<file path="config.mk">
export PLATFORM = sky130hd
export DESIGN_NAME = puf_challenge_sequencer
export DESIGN_NICKNAME = d
export VERILOG_FILES = /design/src/rtl/puf_challenge_sequencer.sv
export SDC_FILE = /design/constraint.sdc
export NUM_CORES = 1
export LEC_CHECK = 0
export ABC_AREA = 1
export CORE_MARGIN = 3
export CORE_UTILIZATION = 55
export DETAILED_ROUTE_END_ITERATION = 8
export GPL_ROUTABILITY_DRIVEN = 0
export PLACE_DENSITY = 0.82
export SLEW_MARGIN = 20
export SYNTH_ARGS = -nofsm -noshare
export SYNTH_HDL_FRONTEND = slang
export SYNTH_SLANG_ARGS = --single-unit
</file>
<file path="constraint.sdc">
create_clock -name clk_i -period 2.9 [get_ports clk_i]
set_clock_uncertainty 0.15 [all_clocks]
set_input_delay 0.58 -clock clk_i [delete_from_list [all_inputs] [get_ports clk_i]]
set_output_delay 0.58 -clock clk_i [all_outputs]
set_load 0.01 [all_outputs]
</file>
<file path="src/rtl/puf_challenge_sequencer.sv">
// Sequences challenges into a ring-oscillator PUF subblock, one race per response bit,
// and collects the synchronized race results into a response word with a per-bit timeout.
module puf_challenge_sequencer #(
  parameter int unsigned RESP_BITS      = 16,
  parameter int unsigned CLEAR_CYCLES   = 4,
  parameter int unsigned TIMEOUT_CYCLES = 1000000
) (
  input  logic                 clk_i,
  input  logic                 rst_ni,
  input  logic                 start_i,
  input  logic [7:0]           seed_i,
  output logic                 busy_o,
  output logic [31:0]          sub_enable_o,
  output logic [7:0]           sub_challenge_o,
  output logic                 sub_reset_o,
  input  logic                 sub_out_i,
  input  logic                 sub_done_i,
  output logic [RESP_BITS-1:0] response_o,
  output logic                 resp_valid_o,
  input  logic                 resp_ready_i,
  output logic                 timeout_err_o
);

  localparam logic [5:0]  LAST_BIT  = 6'(RESP_BITS - 1);
  localparam logic [15:0] CLR_LAST  = 16'(CLEAR_CYCLES - 1);
  localparam logic [19:0] TO_LAST   = 20'(TIMEOUT_CYCLES - 1);

  typedef enum logic [2:0] {
    S_IDLE  = 3'd0,
    S_CLEAR = 3'd1,
    S_RUN   = 3'd2,
    S_NEXT  = 3'd3,
    S_HOLD  = 3'd4
  } state_e;

  state_e                state_q, state_d;
  logic [15:0]           clr_cnt_q, clr_cnt_d;
  logic [19:0]           timer_q, timer_d;
  logic [5:0]            bit_cnt_q, bit_cnt_d;
  logic [7:0]            chal_q, chal_d;
  logic [RESP_BITS-1:0]  resp_q, resp_d;
  logic                  terr_q, terr_d;
  logic                  busy_q, busy_d;
  logic [31:0]           en_q, en_d;
  logic                  srst_q, srst_d;
  logic                  valid_q, valid_d;
  logic                  done_meta_q, done_s_q;
  logic                  out_meta_q, out_s_q;

  function automatic logic lfsr_fb(input logic [7:0] c);
    return c[7] ^ c[5] ^ c[4] ^ c[3];
  endfunction

  // Two-flop synchronizers for the asynchronous race result and done flag
  always_ff @(posedge clk_i or negedge rst_ni) begin
    if (!rst_ni) begin
      done_meta_q <= 1'b0;
      done_s_q    <= 1'b0;
      out_meta_q  <= 1'b0;
      out_s_q     <= 1'b0;
    end else begin
      done_meta_q <= sub_done_i;
      done_s_q    <= done_meta_q;
      out_meta_q  <= sub_out_i;
      out_s_q     <= out_meta_q;
    end
  end

  // Next-state, datapath and registered-output decode
  always_comb begin
    state_d   = state_q;
    clr_cnt_d = clr_cnt_q;
    timer_d   = timer_q;
    bit_cnt_d = bit_cnt_q;
    chal_d    = chal_q;
    resp_d    = resp_q;
    terr_d    = terr_q;
    case (state_q)
      S_IDLE: begin
        if (start_i) begin
          chal_d    = (seed_i == 8'h00) ? 8'h01 : seed_i;
          bit_cnt_d = 6'd0;
          resp_d    = '0;
          terr_d    = 1'b0;
          clr_cnt_d = 16'd0;
          state_d   = S_CLEAR;
        end else begin
          state_d = S_IDLE;
        end
      end
      S_CLEAR: begin
        if (clr_cnt_q == CLR_LAST) begin
          clr_cnt_d = 16'd0;
          timer_d   = 20'd0;
          state_d   = S_RUN;
        end else begin
          clr_cnt_d = clr_cnt_q + 16'd1;
        end
      end
      S_RUN: begin
        // A race finishing on the last allowed cycle still counts as a real bit
        if (done_s_q) begin
          resp_d  = {resp_q[RESP_BITS-2:0], out_s_q};
          state_d = S_NEXT;
        end else if (timer_q == TO_LAST) begin
          resp_d  = {resp_q[RESP_BITS-2:0], 1'b0};
          terr_d  = 1'b1;
          state_d = S_NEXT;
        end else begin
          timer_d = timer_q + 20'd1;
        end
      end
      S_NEXT: begin
        chal_d    = {chal_q[6:0], lfsr_fb(chal_q)};
        bit_cnt_d = bit_cnt_q + 6'd1;
        clr_cnt_d = 16'd0;
        if (bit_cnt_q == LAST_BIT) begin
          state_d = S_HOLD;
        end else begin
          state_d = S_CLEAR;
        end
      end
      S_HOLD: begin
        if (resp_ready_i) begin
          state_d = S_IDLE;
        end else begin
          state_d = S_HOLD;
        end
      end
      default: begin
        state_d = S_IDLE;
      end
    endcase
    busy_d  = (state_d != S_IDLE);
    en_d    = (state_d == S_RUN) ? 32'hFFFF_FFFF : 32'h0000_0000;
    srst_d  = (state_d == S_CLEAR);
    valid_d = (state_d == S_HOLD);
  end

  // State, datapath and output registers
  always_ff @(posedge clk_i or negedge rst_ni) begin
    if (!rst_ni) begin
      state_q   <= S_IDLE;
      clr_cnt_q <= 16'd0;
      timer_q   <= 20'd0;
      bit_cnt_q <= 6'd0;
      chal_q    <= 8'h00;
      resp_q    <= '0;
      terr_q    <= 1'b0;
      busy_q    <= 1'b0;
      en_q      <= 32'h0000_0000;
      srst_q    <= 1'b1;
      valid_q   <= 1'b0;
    end else begin
      state_q   <= state_d;
      clr_cnt_q <= clr_cnt_d;
      timer_q   <= timer_d;
      bit_cnt_q <= bit_cnt_d;
      chal_q    <= chal_d;
      resp_q    <= resp_d;
      terr_q    <= terr_d;
      busy_q    <= busy_d;
      en_q      <= en_d;
      srst_q    <= srst_d;
      valid_q   <= valid_d;
    end
  end

  assign busy_o          = busy_q;
  assign sub_enable_o    = en_q;
  assign sub_challenge_o = chal_q;
  assign sub_reset_o     = srst_q;
  assign response_o      = resp_q;
  assign resp_valid_o    = valid_q;
  assign timeout_err_o   = terr_q;

endmodule

</file>
==> qor.yml, run 1 <==
cts_resized: 0
p_int_mw: 2.56
grt_max_degree: 45
setup_viol: 0
drv_slew: 0
synthSimpleGateAreaFrac_pct: 33.5
synth_compound_area_share_pct: 5.74
power.leakage_nw: 2.34
antenna_cells: 0
start_util_pct: 57.5
critPathLaunchType: "register"
synth_top_family_by_area: "simple AND/OR/NAND/NOR gates"
seqCellArea_um2: 1950
crit_fanout: 20
synth_seq_cells: 78
tightest_slew_ns: 0.706
timing.rr.start: "timer_q[0]"
layout_commonest_cell: "nand2_1"
synth.distinct_cells: 37
nNetsFinal: 668
clk_latency_ns: 0.35
min_path_type: "in2async"
cts_tree: "built"
cp-startpoint: "timer_q[0]"
worst_ep_arrival_time_ns: 2.45
cts_buffers: 9
synthArstFlopShare_pct: 100
rows: 32
drc_errors: 0
status: "completed"
clock_sinks: 78
clkPwrFrac_pct: 24.2
maxSlewHeadroom_pct: 52.9
die_h_um: 96.5
area_growth_pct: 18.1
slowest_delay_ns: 0.51
path_cells: "ha_1 > nand3_2 > nor2_1 > nand3_1 > nand2_1 > nand2_1 > nand2_1 > nand2_1 > nand2_1"
grt_pass1_vias: 3788
path_common_cell: "nand2_1"
power_mw: 4.10
core_area_um2: 7850
die_area_um2: 9320
cts_buffer_depth: 2
slowest_stage: "nand2_1"
htree_levels: 3
synthMuxAreaShare_pct: 0.250
wl_per_cell_um: 13.2
overflow: 0
avgSynthCellArea_um2: 7.40
synth_fa_ha_area_share_pct: 0.832
die_w_um: 96.5
fin_crit_sh_pct: 79.5
ant_nets: 0
stdcell_count: 758
multi_input_area_um2: 2000
vias: 4030
cts-root-buf: "clkbuf_8"
syn-cell-area_um2: 4510
reg2reg_depth: 9
yosys_warnings: 0
io_pins: 74
postCtsSetupBuffers: 0
drtPass1Iterations: 5
routed_wl_um: 9990
fin_tns_setup_ns: 0
power_frac_seq_pct: 33.5
drive_gt1_share_pct: 6.86
global_route.usage.total_pct: 22.5
p_sw_mw: 1.54
dp.final_hpwl_um: 7180
path_class: "reg2reg"
cp-end-kind: "register"
ys_seq_area_share_pct: 43.3
hold_buffers: 0
fin_crit_ns: 2.30
rsz0062_at_grt: "no"
synth_flop_cell: "dfrtp_1"
rrSetupSlack_ns: 0.60
fmax_mhz: 434
endpoint: "timer_q[2]"
p_per_area_nw_per_um2: 770
r2r-end: "timer_q[2]"
ir_drop_v: 0.000323
avgViaCountPerCell: 5.32
dp_cells: 742
p_comb_share_pct: 42.2
synthesis.nets: 626
hold_violations: 0
antenna_found_initial: 0
synth-edff-count: 0
fin_util_pct: 67.9
crit_required_ns: 3.05
fillCellCount: 642
grt_pass1_wl_um: 16600
layout_common_cells: "nand2_1 (178), nor2_1 (91), dfrtp_1 (77), clkdlybuf4s50_1 (72), nand3_1 (54)"
syn_inst: 609
port-buffer-count: 73
synthXorXnorAreaFrac_pct: 4.08
drv_cap: 0
clk_pin_slew_worst_paths_ns: 0.08
swShare_pct: 37.6
drt-initial-drc-count: 176
[power groups by stage]
stage                     combinational, mW  clock [mW]  sequential, mW
after floorplan                        1.19           0            1.45
after global placement                 1.69           0            1.39
after detailed placement               1.73           0            1.40
after CTS                              1.74        1.01            1.37
after global routing                   1.92        1.05            1.40
final                                  1.73       0.993            1.38
[critical path: cells and delay by family, from the launching register on]
family / cells / cell delay [ns]
simple gates: 8 / 1.32
flops: 1 / 0.45
fa+ha+maj: 1 / 0.31
[cell type report]
| class | count | area share, % |
|---|---|---|
| multi-input combinational | 426 | 37.6 |
| sequential | 78 | 36.7 |
| timing repair buffer | 78 | 14.6 |
| inverter | 58 | 4.09 |
| clock buffer | 10 | 2.58 |
| tap | 102 | 2.40 |
| clock inverter | 6 | 2.04 |
[how the worst min path moves through the flow]
stage | cells past startpoint | end | startpoint
6_report | 1 | sub_challenge_o[2] | rst_ni
5_1_grt | 1 | sub_challenge_o[2] | rst_ni
4_1_cts | 1 | response_o[0] | rst_ni
3_5_place_dp | 0 | done_s_q | done_meta_q
3_3_place_gp | 0 | done_s_q | done_meta_q
2_1_floorplan | 0 | bit_cnt_q[0] | rst_ni
[routing by layer]
metal / track usage (%) / part of all wire [%] / wire [um] / vias up
met5: 0 / 0 / 0 / -
met4: 7.48 / 1.7 / 166 / 0
met3: 5.03 / 5.7 / 574 / 23
met2: 38.2 / 51 / 5050 / 149
met1: 28.5 / 42 / 4200 / 1875
li1: - / - / - / 1983
[sequential cells by signal, indices dropped and copies added, names as in the netlist]
| signal | count |
|---|---|
| bit_cnt_q | 6 |
| busy_o | 1 |
| clr_cnt_q | 16 |
| done_meta_q | 1 |
| done_s_q | 1 |
| out_meta_q | 1 |
| out_s_q | 1 |
| resp_valid_o | 1 |
| response_o | 16 |
| state_q | 3 |
| sub_challenge_o | 8 |
| sub_enable_o | 1 |
| sub_reset_o | 1 |
| timeout_err_o | 1 |
| timer_q | 20 |
[through the flow]
step	hold WS, ns	cell area, um2	setup WS [ns]
after floorplan	0.134	4510	1.12
after global placement	0.185	5080	0.672
after detailed placement	0.185	5080	0.584
after CTS	0.0823	5330	0.610
after global routing	0.0960	5330	0.334
final	0.0602	5330	0.595
[Yosys cell counts (6+ instances only)]
master,n,area [um2]
nand2_1,178,668
nor3_1,13,65.1
inv_1,53,199
a21oi_1,11,55.1
o221ai_1,6,52.6
nand3_1,54,270
nor2_1,91,342
buf_2,6,30.0
dfrtp_1,77,1930
buf_4,38,285
xnor2_1,6,52.6
o21ai_0,15,75.1
xor2_1,15,131
[cell families (layout without fill, tap and decap cells)]
kind of cell,after synthesis,in the layout
xor gates and xnor gates,21,21
and+or+nand+nor,358,358
adders and majority gates,3,3
muxes,1,1
buffers and inverters,105,152
DFF,78,78
AOI/OAI and AO/OA,43,43
(Power assumes the default switching activity.)
==> inputs of run 2 (changes only) <==
- CORE_UTILIZATION: 55 -> 54
- PLACE_DENSITY: 0.82 -> 0.81
- clock period: 2.9 -> 2.15 ns (I/O delays scaled with it)
==> run 2 against run 1 <==
Net effect: design area up 3.0%; setup slack got worse by 0.52 ns; cell count is 2.4% higher; first-iteration DRC count increased by 28%; sequential share of layout area down 1.1 points; largest power group unchanged.
==> qor.yml, run 2 (same netlist as run 1, synthesis figures left out) <==
status: "completed"
htree_levels: 3  # unchanged
critPathLaunchType: "register"
fin_crit_sh_pct: 96.4
die_w_um: 97.4  # +0.86%
avgViaCountPerCell: 5.22  # -1.9%
drive_gt1_share_pct: 9.05  # +2.2 points
power_mw: 5.69  # +39%
io_pins: 74  # unchanged
wl_per_cell_um: 13.2  # +0.22%
layout_commonest_cell: "nand2_1"
port-buffer-count: 73  # unchanged
drv_cap: 0  # unchanged
p_int_mw: 3.50  # +37%
drv_slew: 0  # unchanged
drtPass1Iterations: 5  # unchanged
clock_sinks: 78  # unchanged
overflow: 0  # unchanged
crit_fanout: 32  # +60%
antenna_cells: 0  # unchanged
dp.final_hpwl_um: 7350  # +2.3%
regMostFlops: "timer_q"
power.leakage_nw: 2.43  # +3.8%
maxSlewHeadroom_pct: 61.9  # +9.0 points
clk_pin_slew_worst_paths_ns: 0.08  # about the same
grt_pass1_vias: 3926  # +3.6%
grt_max_degree: 45  # unchanged
p_comb_share_pct: 45.7  # +3.5 points
start_util_pct: 56.9  # -0.58 points
top_layer: "met4"
clkPwrFrac_pct: 21.8  # -2.4 points
largest_reg_flops: 20  # unchanged
antenna_found_initial: 0  # unchanged
dp_slack_ns: -0.0391  # -0.623 ns
swShare_pct: 38.4  # +0.82 points
cts_tree: "built"
whs_path_depth: 0
setup_ws_ns: 0.0775  # -0.518 ns
cts_buffer_depth: 2  # unchanged
core_area_um2: 7930  # +1.0%
min_path_type: "reg2reg"
fin_tns_setup_ns: 0  # unchanged
nNetsFinal: 686  # +2.7%
hold_ws_ns: 0.203  # +0.143 ns
global_route.usage.total_pct: 22.4  # -0.10 points
p_sw_mw: 2.19  # +42%
p_per_area_nw_per_um2: 1040  # +35%
clk_latency_ns: 0.36  # about the same
layout_common_cells: "nand2_1 (178), nor2_1 (91), dfrtp_1 (77), clkdlybuf4s50_1 (71), nand3_1 (54)"
die_area_um2: 9480  # +1.7%
power_frac_seq_pct: 32.5  # -1.0 points
cp-end-kind: "output pin"
path_class: "reg2out"
vias: 4047  # +0.42%
reg2reg_depth: 9  # unchanged
rsz0062_at_grt: "no"
ant_nets: 0  # unchanged
area_growth_pct: 21.6
drc_errors: 0  # unchanged
drt-initial-drc-count: 226  # +28%
cts-root-buf: "clkbuf_8"
rows: 32  # unchanged
worst_ep_arrival_time_ns: 1.49  # -0.96 ns
hold_violations: 0  # unchanged
tightest_slew_ns: 0.572  # -0.134 ns
postCtsSetupBuffers: 0  # unchanged
grt_pass1_wl_um: 17900  # +7.6%
setup_viol: 0  # unchanged
routed_wl_um: 10300  # +2.6%
crit_required_ns: 1.57  # -1.48 ns
wl_met3_um: 538  # -6.3%
cts_buffers: 9  # unchanged
die_h_um: 97.4  # +0.86%
fin_crit_ns: 2.07
fmax_mhz: 483
ir_drop_v: 0.000561  # +74%
wl_met2_um: 5100  # +1.1%
met1_length_um: 4380  # +4.1%
==> run 2: path summary, 6_finish.rpt <==
check                                  from  slack [ns]                  to
min in group asynchronous            rst_ni        0.26  sub_challenge_o[1]
max reg2reg                    clr_cnt_q[1]        0.16         timer_q[12]
min reg2reg                      out_meta_q        0.20             out_s_q
min                              out_meta_q        0.20             out_s_q
max in group asynchronous            rst_ni        1.03          timer_q[9]
max                        sub_enable_o[30]        0.08    sub_enable_o[19]
==> run 2: repair_timing <==
action                                  CTS  global route
hold buffers                              1             0
hold endpoints to repair                 49             0
endpoints found under the setup margin   44            33
resized for setup                         2             2
cloned                                    0             1
==> run 2: per-layer routing <==
metal	track usage [%]	vias up
met5	0	-
met4	7.99	0
met3	4.16	24
met2	38.5	130
met1	28.2	1880
li1	-	2013
==> run 2: cell type report <==
type | instances | area (um2)
Inverter | 58 | 218
Fill cell | 631 | 2440
Timing Repair Buffer | 95 | 943
Sequential cell | 78 | 1950
Clock inverter | 6 | 95.1
Tap cell | 102 | 128
Clock buffer | 10 | 128
Multi-Input combinational cell | 427 | 2020
==> run 2: critical path, cell delays in order, from the launching register on <==
cell             delay [ns]
dfrtp_1                0.37
buf_8                  0.19
clkdlybuf4s50_1        0.57
==> run 2: stage by stage <==
step | util, % | cell area, um2 | instances
after floorplan | - | 4510 | 609
after global placement | 65.9 | 5230 | 758
final | 69.2 | 5490 | 776
after CTS | 69.0 | 5470 | 775
after detailed placement | 65.9 | 5230 | 758
after global routing | 69.2 | 5490 | 776
==> run 2: power by group through the flow <==
stage / logic, mW / registers, mW / clock network, mW
after CTS: 2.56 / 1.85 / 1.26
after detailed placement: 2.52 / 1.87 / 0
after global placement: 2.48 / 1.86 / 0
after global routing: 2.86 / 1.87 / 1.33
after floorplan: 1.61 / 1.95 / 0
final: 2.60 / 1.85 / 1.24
==> inputs of run 3 (changes only) <==
- CORE_ASPECT_RATIO: default -> 1.5
==> run 3 against run 2 <==
Net effect: sequential power is essentially flat; core utilization shrank 0.40 points; global-route usage grew 1.8 points; critical path type unchanged; register-to-register slack gained 0.08 ns; non-clock buffer count grew 2; combinational power shrank 2%; power grew 2.7%; clock-buffer cell count grew 4.
==> qor.yml, run 3 (same netlist as run 1, synthesis figures left out) <==
grt_pass1_wl_um: 18300  # +2.6%
crit_fanout: 32  # unchanged
hold_ws_ns: 0.198  # -0.00533 ns
die_w_um: 80.6  # -17%
avgViaCountPerCell: 5.18  # -0.71%
cts_buffers: 9  # unchanged
layout_common_cells: "nand2_1 (178), nor2_1 (91), dfrtp_1 (77), clkdlybuf4s50_1 (72), nand3_1 (54)"
slowest_delay_ns: 0.60  # +0.03 ns
vias: 4039  # -0.20%
rrSetupSlack_ns: 0.24  # +0.08 ns
drt-initial-drc-count: 264  # +17%
cts-root-buf: "clkbuf_16"
overflow: 0  # unchanged
drtPass1Iterations: 5  # unchanged
path_class: "reg2out"
wl_per_cell_um: 13.7  # +3.3%
fin_crit_ns: 2.06  # -0.0110 ns
area_growth_pct: 22.9
setup_ws_ns: 0.0885  # +0.0110 ns
core_area_um2: 8060  # +1.6%
drv_cap: 0  # unchanged
dp_slack_ns: -0.0160  # +0.0231 ns
die_h_um: 118  # +21%
fin_crit_sh_pct: 95.9  # -0.51 points
ir_drop_v: 0.000783  # +39%
nNetsFinal: 687  # +0.15%
regMostFlops: "timer_q"
routed_wl_um: 10700  # +3.9%
drv_slew: 0  # unchanged
layout_commonest_cell: "nand2_1"
clk_pin_slew_worst_paths_ns: 0.06  # -0.02 ns
clk_latency_ns: 0.34  # -0.02 ns
grt_max_degree: 54  # +20%
largest_reg_flops: 20  # unchanged
cts_tree: "built"
power.leakage_nw: 2.45  # +0.90%
whs_path_depth: 0  # unchanged
timing.rr.start: "clr_cnt_q[1]"
cts_buffer_depth: 2  # unchanged
fin_util_pct: 68.8  # -0.40 points
drive_gt1_share_pct: 9.04  # -0.013 points
endpoint: "sub_enable_o[2]"
antenna_found_initial: 0  # unchanged
postCtsSetupBuffers: 0  # unchanged
worst_ep_arrival_time_ns: 1.48  # about the same
r2r-end: "timer_q[8]"
global_route.usage.total_pct: 24.2  # +1.8 points
rows: 40  # +25%
critPathLaunchType: "register"
port-buffer-count: 73  # unchanged
reg2reg_depth: 9  # unchanged
path_cells: "buf_6 > clkdlybuf4s50_1"
die_area_um2: 9510  # +0.24%
rsz0062_at_grt: "no"
dp.final_hpwl_um: 7680  # +4.5%
io_pins: 74  # unchanged
status: "completed"
p_per_area_nw_per_um2: 1050  # +1.6%
slowest_stage: "clkdlybuf4s50_1"
ant_nets: 0  # unchanged
maxSlewHeadroom_pct: 64.3  # +2.4 points
min_path_type: "reg2reg"
fmax_mhz: 485  # +0.53%
tightest_slew_ns: 0.535  # -0.0372 ns
cp-end-kind: "output pin"
setup_viol: 0  # unchanged
clock_sinks: 78  # unchanged
grt_pass1_vias: 4003  # +2.0%
crit_required_ns: 1.57  # about the same
drc_errors: 0  # unchanged
worstHoldStart: "done_meta_q"
cp-startpoint: "sub_enable_o[30]"
start_util_pct: 56.0  # -0.92 points
antenna_cells: 0  # unchanged
htree_levels: 3  # unchanged
hold_violations: 0  # unchanged
-- run 3: worst min path at each step --
stage                   endpoint
floorplan           bit_cnt_q[0]
global placement        done_s_q
detailed placement      done_s_q
CTS                     done_s_q
global route            done_s_q
finish                  done_s_q
-- run 3: through the flow --
stage                     cells  instance area, um2  setup TNS, ns  total power [mW]
final                       780                5540              0              5.85
after global routing        780                5540              0              6.21
after CTS                   780                5540              0              5.90
after detailed placement    763                5230        -0.0160              4.40
after global placement      763                5230              0              4.33
after floorplan             609                4510              0              3.56
-- run 3: layout make-up --
cell class              instances  area (um2)
inverters                      58         218
well taps                     105         131
fillers                       663        2510
clock buffers                  14         274
multi-input cells             426        2010
flip-flops and latches         78        1950
repair buffers                 97         940
clock inverters                 2        15.0
-- run 3: power breakdown --
group          switching, mW  internal, mW  total [mW]
clock network          0.574         0.877        1.45
registers              0.157          1.68        1.84
logic                   1.43          1.12        2.55
total                   2.16          3.68        5.85
-- run 3: timing repair --
| action | in CTS | in global routing |
|---|---|---|
| resized for setup | 2 | 0 |
| setup endpoints to repair | 2 | 0 |
| endpoints found under the hold margin | 24 | 0 |
| hold buffers | 1 | 0 |
-- run 3: critical path, delay by kind of cell (launching register included) --
kind	cells	cell delay, ns
buffers and inverters	2	0.81
flip-flops	1	0.33
-- run 3: layer usage --
metal  global-route usage [%]  part of all wire (%)  vias to the layer above
li1                         -                     -                     2016
met2                     40.6                    52                      105
met1                     29.9                    41                     1888
met3                     4.82                   3.8                       30
met4                     10.0                   2.8                        0
met5                        0                     0                        -
